--- config.mk ---
export PLATFORM = sky130hd
export DESIGN_NAME = npu_ram_arbiter
export DESIGN_NICKNAME = d
export VERILOG_FILES = /design/src/rtl/npu_mem_pkg.sv /design/src/rtl/npu_rd_tag_pipe.sv /design/src/rtl/npu_ram_arbiter.sv
export SDC_FILE = /design/constraint.sdc
export NUM_CORES = 1
export LEC_CHECK = 0
export BUFFER_PORTS_ARGS = -buffer_cell sky130_fd_sc_hd__buf_2
export CORE_ASPECT_RATIO = 1.75
export CORE_MARGIN = 8
export CORE_UTILIZATION = 51
export CTS_CLUSTER_SIZE = 14
export DETAILED_ROUTE_END_ITERATION = 8
export GPL_ROUTABILITY_DRIVEN = 1
export GPL_TIMING_DRIVEN = 0
export PLACE_DENSITY = 0.83
export SYNTH_ARGS = -nofsm -noshare
export SYNTH_HDL_FRONTEND = slang
export SYNTH_SLANG_ARGS = --single-unit
--- constraint.sdc ---
create_clock -name clk -period 4.54 [get_ports clk]
set_input_delay 0.227 -clock clk [delete_from_list [all_inputs] [get_ports clk]]
set_output_delay 0.227 -clock clk [all_outputs]
set_load 0.005 [all_outputs]
--- src/rtl/npu_mem_pkg.sv ---
// Shared types and memory sizing for the NPU weight/image RAM subsystem.
package npu_mem_pkg;

    // Arbiter states; HOST is reserved, host beats complete inside IDLE.
    typedef enum logic [1:0] {
        IDLE,
        HOST,
        CONV_BURST,
        DENSE_BURST
    } arb_state_t;

    // Identifies which requester issued a read beat.
    typedef enum logic [1:0] {
        TAG_NONE,
        TAG_CONV,
        TAG_DENSE
    } req_tag_t;

    // Word counts of the RAM instances this arbiter can front.
    localparam int IMAGE_WORDS = 196;
    localparam int CONV_WORDS  = 55744;
    localparam int DENSE_WORDS = 37578;

endpackage

--- src/rtl/npu_rd_tag_pipe.sv ---
// Fixed-latency shadow of the RAM read path: carries {valid, tag, last}
// alongside each issued read so returning data can be steered to its owner.
module npu_rd_tag_pipe
    import npu_mem_pkg::*;
#(
    parameter int RD_LAT = 1
) (
    input  logic     clk,
    input  logic     reset,
    input  logic     in_vld_i,
    input  req_tag_t in_tag_i,
    input  logic     in_last_i,
    output logic     out_vld_o,
    output req_tag_t out_tag_o,
    output logic     out_last_o,
    output logic     any_vld_o
);

    logic     vld_q  [RD_LAT];
    req_tag_t tag_q  [RD_LAT];
    logic     last_q [RD_LAT];

    // Shift entries one stage per cycle; never stalls, reset drops everything in flight.
    always_ff @(posedge clk) begin
        if (reset) begin
            for (int i = 0; i < RD_LAT; i++) begin
                vld_q[i]  <= 1'b0;
                tag_q[i]  <= TAG_NONE;
                last_q[i] <= 1'b0;
            end
        end else begin
            vld_q[0]  <= in_vld_i;
            tag_q[0]  <= in_tag_i;
            last_q[0] <= in_last_i;
            for (int i = 1; i < RD_LAT; i++) begin
                vld_q[i]  <= vld_q[i-1];
                tag_q[i]  <= tag_q[i-1];
                last_q[i] <= last_q[i-1];
            end
        end
    end

    assign out_vld_o  = vld_q[RD_LAT-1];
    assign out_tag_o  = tag_q[RD_LAT-1];
    assign out_last_o = last_q[RD_LAT-1];

    // Any stage holding a live read keeps the arbiter busy.
    always_comb begin
        any_vld_o = 1'b0;
        for (int i = 0; i < RD_LAT; i++) begin
            any_vld_o = any_vld_o | vld_q[i];
        end
    end

endmodule

--- src/rtl/npu_ram_arbiter.sv ---
// Single-port RAM arbiter: host single-beat writes (highest priority) and
// round-robin conv/dense read bursts, one RAM access per cycle, with read
// data returned tagged to the issuing engine after the fixed RAM latency.
module npu_ram_arbiter
    import npu_mem_pkg::*;
#(
    parameter int AW     = 16,
    parameter int DW     = 8,
    parameter int LW     = 16,
    parameter int RD_LAT = 1
) (
    input  logic          clk,
    input  logic          reset,
    input  logic          host_write,
    input  logic [AW-1:0] host_addr,
    input  logic [DW-1:0] host_wdata,
    output logic          host_waitrequest,
    input  logic          conv_req,
    input  logic [AW-1:0] conv_addr,
    input  logic [LW-1:0] conv_len,
    output logic          conv_gnt,
    output logic          conv_rvalid,
    output logic          conv_last,
    input  logic          dense_req,
    input  logic [AW-1:0] dense_addr,
    input  logic [LW-1:0] dense_len,
    output logic          dense_gnt,
    output logic          dense_rvalid,
    output logic          dense_last,
    output logic [DW-1:0] rdata,
    output logic [AW-1:0] ram_addr,
    output logic [DW-1:0] ram_data,
    output logic          ram_wren,
    input  logic [DW-1:0] ram_q,
    output logic          busy
);

    // A zero-length request still moves one beat.
    function automatic logic [LW-1:0] burst_beats(input logic [LW-1:0] len);
        return (len == '0) ? LW'(1) : len;
    endfunction

    arb_state_t    state_q;
    req_tag_t      ptr_q;
    logic [AW-1:0] cur_addr_q;
    logic [LW-1:0] cnt_q;
    logic          conv_gnt_q;
    logic          dense_gnt_q;

    logic          idle;
    logic          burst_act;
    logic          host_go;
    logic          conv_win;
    logic          dense_win;

    logic          pipe_vld;
    req_tag_t      pipe_tag;
    logic          pipe_last;
    logic          pipe_any;

    assign idle      = (state_q == IDLE);
    assign burst_act = (state_q == CONV_BURST) || (state_q == DENSE_BURST);
    assign host_go   = idle && host_write && !reset;

    // Pick a reader in IDLE when the host is quiet; the pointer only breaks ties.
    always_comb begin
        conv_win  = 1'b0;
        dense_win = 1'b0;
        if (idle && !host_write) begin
            if (conv_req && dense_req) begin
                conv_win  = (ptr_q == TAG_CONV);
                dense_win = (ptr_q != TAG_CONV);
            end else begin
                conv_win  = conv_req;
                dense_win = dense_req;
            end
        end
    end

    // Arbitration FSM: state, tie-break pointer, burst address/count and grant pulses.
    always_ff @(posedge clk) begin
        if (reset) begin
            state_q     <= IDLE;
            ptr_q       <= TAG_CONV;
            cnt_q       <= '0;
            conv_gnt_q  <= 1'b0;
            dense_gnt_q <= 1'b0;
        end else begin
            conv_gnt_q  <= 1'b0;
            dense_gnt_q <= 1'b0;
            case (state_q)
                IDLE: begin
                    if (conv_win) begin
                        state_q    <= CONV_BURST;
                        cur_addr_q <= conv_addr;
                        cnt_q      <= burst_beats(conv_len);
                        conv_gnt_q <= 1'b1;
                        if (dense_req) ptr_q <= TAG_DENSE;
                    end else if (dense_win) begin
                        state_q     <= DENSE_BURST;
                        cur_addr_q  <= dense_addr;
                        cnt_q       <= burst_beats(dense_len);
                        dense_gnt_q <= 1'b1;
                        if (conv_req) ptr_q <= TAG_CONV;
                    end
                end
                CONV_BURST, DENSE_BURST: begin
                    cur_addr_q <= cur_addr_q + AW'(1);
                    cnt_q      <= cnt_q - LW'(1);
                    if (cnt_q == LW'(1)) state_q <= IDLE;
                end
                default: state_q <= IDLE;
            endcase
        end
    end

    assign conv_gnt         = conv_gnt_q;
    assign dense_gnt        = dense_gnt_q;
    assign host_waitrequest = reset || !idle;

    assign ram_wren = host_go;
    assign ram_data = host_go ? host_wdata : '0;
    assign ram_addr = host_go ? host_addr :
                      ((burst_act && !reset) ? cur_addr_q : '0);

    npu_rd_tag_pipe #(
        .RD_LAT (RD_LAT)
    ) u_tag_pipe (
        .clk        (clk),
        .reset      (reset),
        .in_vld_i   (burst_act),
        .in_tag_i   ((state_q == CONV_BURST) ? TAG_CONV : TAG_DENSE),
        .in_last_i  (cnt_q == LW'(1)),
        .out_vld_o  (pipe_vld),
        .out_tag_o  (pipe_tag),
        .out_last_o (pipe_last),
        .any_vld_o  (pipe_any)
    );

    assign conv_rvalid  = pipe_vld && (pipe_tag == TAG_CONV);
    assign dense_rvalid = pipe_vld && (pipe_tag == TAG_DENSE);
    assign conv_last    = conv_rvalid && pipe_last;
    assign dense_last   = dense_rvalid && pipe_last;
    assign rdata        = ram_q;

    assign busy = !idle || pipe_any;

endmodule

==> flow_summary.ini <==
[min_path]
min_path_type = in2reg

[timing]
setup_viol = 0
worst_slack_ns = 2.17
report.final.slew_viol_count = 0
worst_slew_pin_slew_ns = 0.878
fin_crit_ns = 2.37
final.setup_skew_ns = 0.00611
rsz0062_at_grt = false
hold_violations = 0
finalSetupTns_ns = 0
min_period_over_period_pct = 52.3
slew_headroom_pct = 41.4
max_freq_mhz = 421

[synth]
synth_top_family_by_area = simple AND/OR/NAND/NOR gates
synthMuxAreaShare_pct = 7.34
synth_compound_area_share_pct = 21.6
postSynthAreaPerCell_sq_um = 8.83
synthXorXnorAreaFrac_pct = 6.23
ys_async_sr_fraction_pct = 0
post-synth-top-count-cell = nor2_1
ys_seq_elements = 42
synthCells = 334
syn_area_sq_um = 2950
yosysWarnings = 0
synthFlopType = dfxtp_1
synth_common_cells = 30 x nor2_1, 26 x dfxtp_1, 21 x nand2_1
synth_edf_count = 16
synth-simple-area-share_pct = 23.8
netlist.area_leader.share_pct = 17.6
yosysUniqueCellTypes = 62
seq_area_frac_synth_pct = 33.9
synth.net_count = 438
synth_area_leaders = dfxtp_1 18%, edfxtp_1 16%, mux2i_1 5.4%
yosys.area_share.adder_pct = 1.27
yosysTopAreaCell = dfxtp_1

[critical_path]
startpoint_type = flop
crit_required_ns = 4.31
cp-end-kind = primary output
critPathKind = reg2out
path_max_fanout = 10
critical_path_arrival_ns = 2.15

[pwr]
vdd_drop_max_mv = 0.220
power.density_nw_per_um2 = 284
power.clock.fraction_pct = 25.2
switchingPower_mw = 0.349
total_power_mw = 1.08
power_leakage_nw = 1.75
internal_power_mw = 0.734
p_seq_share_pct = 43.9
swShare_pct = 32.2
p_comb_share_pct = 30.9

[floorplan]
die_width_um = 73.5
coreArea_sq_um = 5590
start_util_pct = 52.8
die_area_sq_um = 8570
io_pins = 142
row_count = 36
die_h_um = 117

[clock_network]
cts_num_sinks = 42
worstSkewPairLatency_ns = 0.30
clk_pin_slew_ns = 0.08
ctsResizeCount = 0
tritoncts = done
postCtsHoldBufs = 0
cts_max_path_buffers = 2
cts_setup_buffers = 0
cts_buffers = 5
clock-root-buffer = clkbuf_8
htree_num_levels = 2

[route]
first_pass_iters = 4
ant_nets = 0
wl_per_cell_um = 17.4
routed_wl_um = 9580
drcViolationCount = 0
first_iter_violations = 132
vias_per_cell = 5.65
via_count = 3112

[grt]
antenna_found_initial = 0
overflow = 0
grt_pass1_wl_um = 15100
grt_max_degree = 18
track_usage_pct = 22.5
grt_pass1_vias = 3235

[cells_and_area]
area_growth_pct = 29.3
drive_above_1_share_pct = 35.6
antenna_cells = 0
instances_no_fill = 551
fin_nets = 578

[status]
status = finished clean

[placed_design]
dp_hpwl_um = 7920
place_ws_ns = 1.96
numPortBuffers = 133
gp_congestion = 0.927
place_inst = 543

[run]
drv_cap = 0
==> worst paths after layout <==
path,slack (ns),cells past startpoint,start,end
setup / recovery,2.17,5,state_q[0],ram_addr[12]
hold / removal,0.19,3,conv_len[9],cnt_q[9]
setup reg to reg,2.33,5,state_q[1],cur_addr_q[1]
hold reg to reg,0.52,1,cnt_q[15],cnt_q[15]
==> cells in the final DEF (no fill, tap or decap), types with 10 or more instances in the layout <==
master and count:
edfxtp_1 16, and2_1 17, nand2_1 21, nand3_1 10, buf_2 140, o21ai_0 12
xnor2_1 12, clkbuf_1 11, mux2i_1 16, dfxtp_1 26, a22o_1 16, a21oi_1 16
nor2_1 29
==> per-stage QoR <==
stage	utilization [%]	hold WS [ns]	area, sq um
finish	68.3	0.187	3810
global route	68.3	0.205	3810
CTS	68.3	0.181	3810
detailed placement	66.4	0.500	3710
global placement	66.4	0.479	3710
floorplan	-	0.380	2950
==> metal layers <==
metal	GRT usage, %	vias up	wire length, um
li1	-	1527	-
met1	20.0	1413	3270
met2	42.9	149	5080
met3	7.22	23	964
met4	11.0	0	261
met5	0	-	0
==> power by group through the flow <==
stage | Clock, mW | Sequential [mW] | Combinational [mW]
6_report | 0.273 | 0.476 | 0.335
5_1_grt | 0.294 | 0.479 | 0.372
4_1_cts | 0.280 | 0.474 | 0.336
3_5_place_dp | 0 | 0.483 | 0.333
3_3_place_gp | 0 | 0.481 | 0.327
2_1_floorplan | 0 | 0.472 | 0.218
==> worst max-delay path, cell delays in order, from the launching register on <==
cell and delay [ns]:
dfxtp_1 0.40, or3_4 0.41, nor2_1 0.44, buf_2 0.31, a22o_1 0.16, buf_2 0.11
==> final cells by class <==
cell class,count,area [sq um]
Buffer,26,138
Timing Repair Buffer,133,666
Sequential cell,42,1000
Multi-Input combinational cell,257,1780
Inverter,9,33.8
Tap cell,76,95.1
Fill cell,511,1770
Clock buffer,8,101
==> logic make-up after synthesis <==
| kind of cell | after synthesis |
|---|---|
| AOI/OAI and AO/OA | 85 |
| xor gates and xnor gates | 21 |
| adders and majority gates | 3 |
| buffers and inverters | 35 |
| DFF | 42 |
| muxes | 21 |
| and+or+nand+nor | 127 |
==> state kept, by name (all words and copies together), names as in the netlist <==
name and cells:
dense_gnt 1, u_tag_pipe.vld_q 1, state_q 2, u_tag_pipe.last_q 1, ptr_q 2, cnt_q 16
cur_addr_q 16, u_tag_pipe.tag_q 2, conv_gnt 1
No activity file was read; power rests on OpenSTA's default activity.
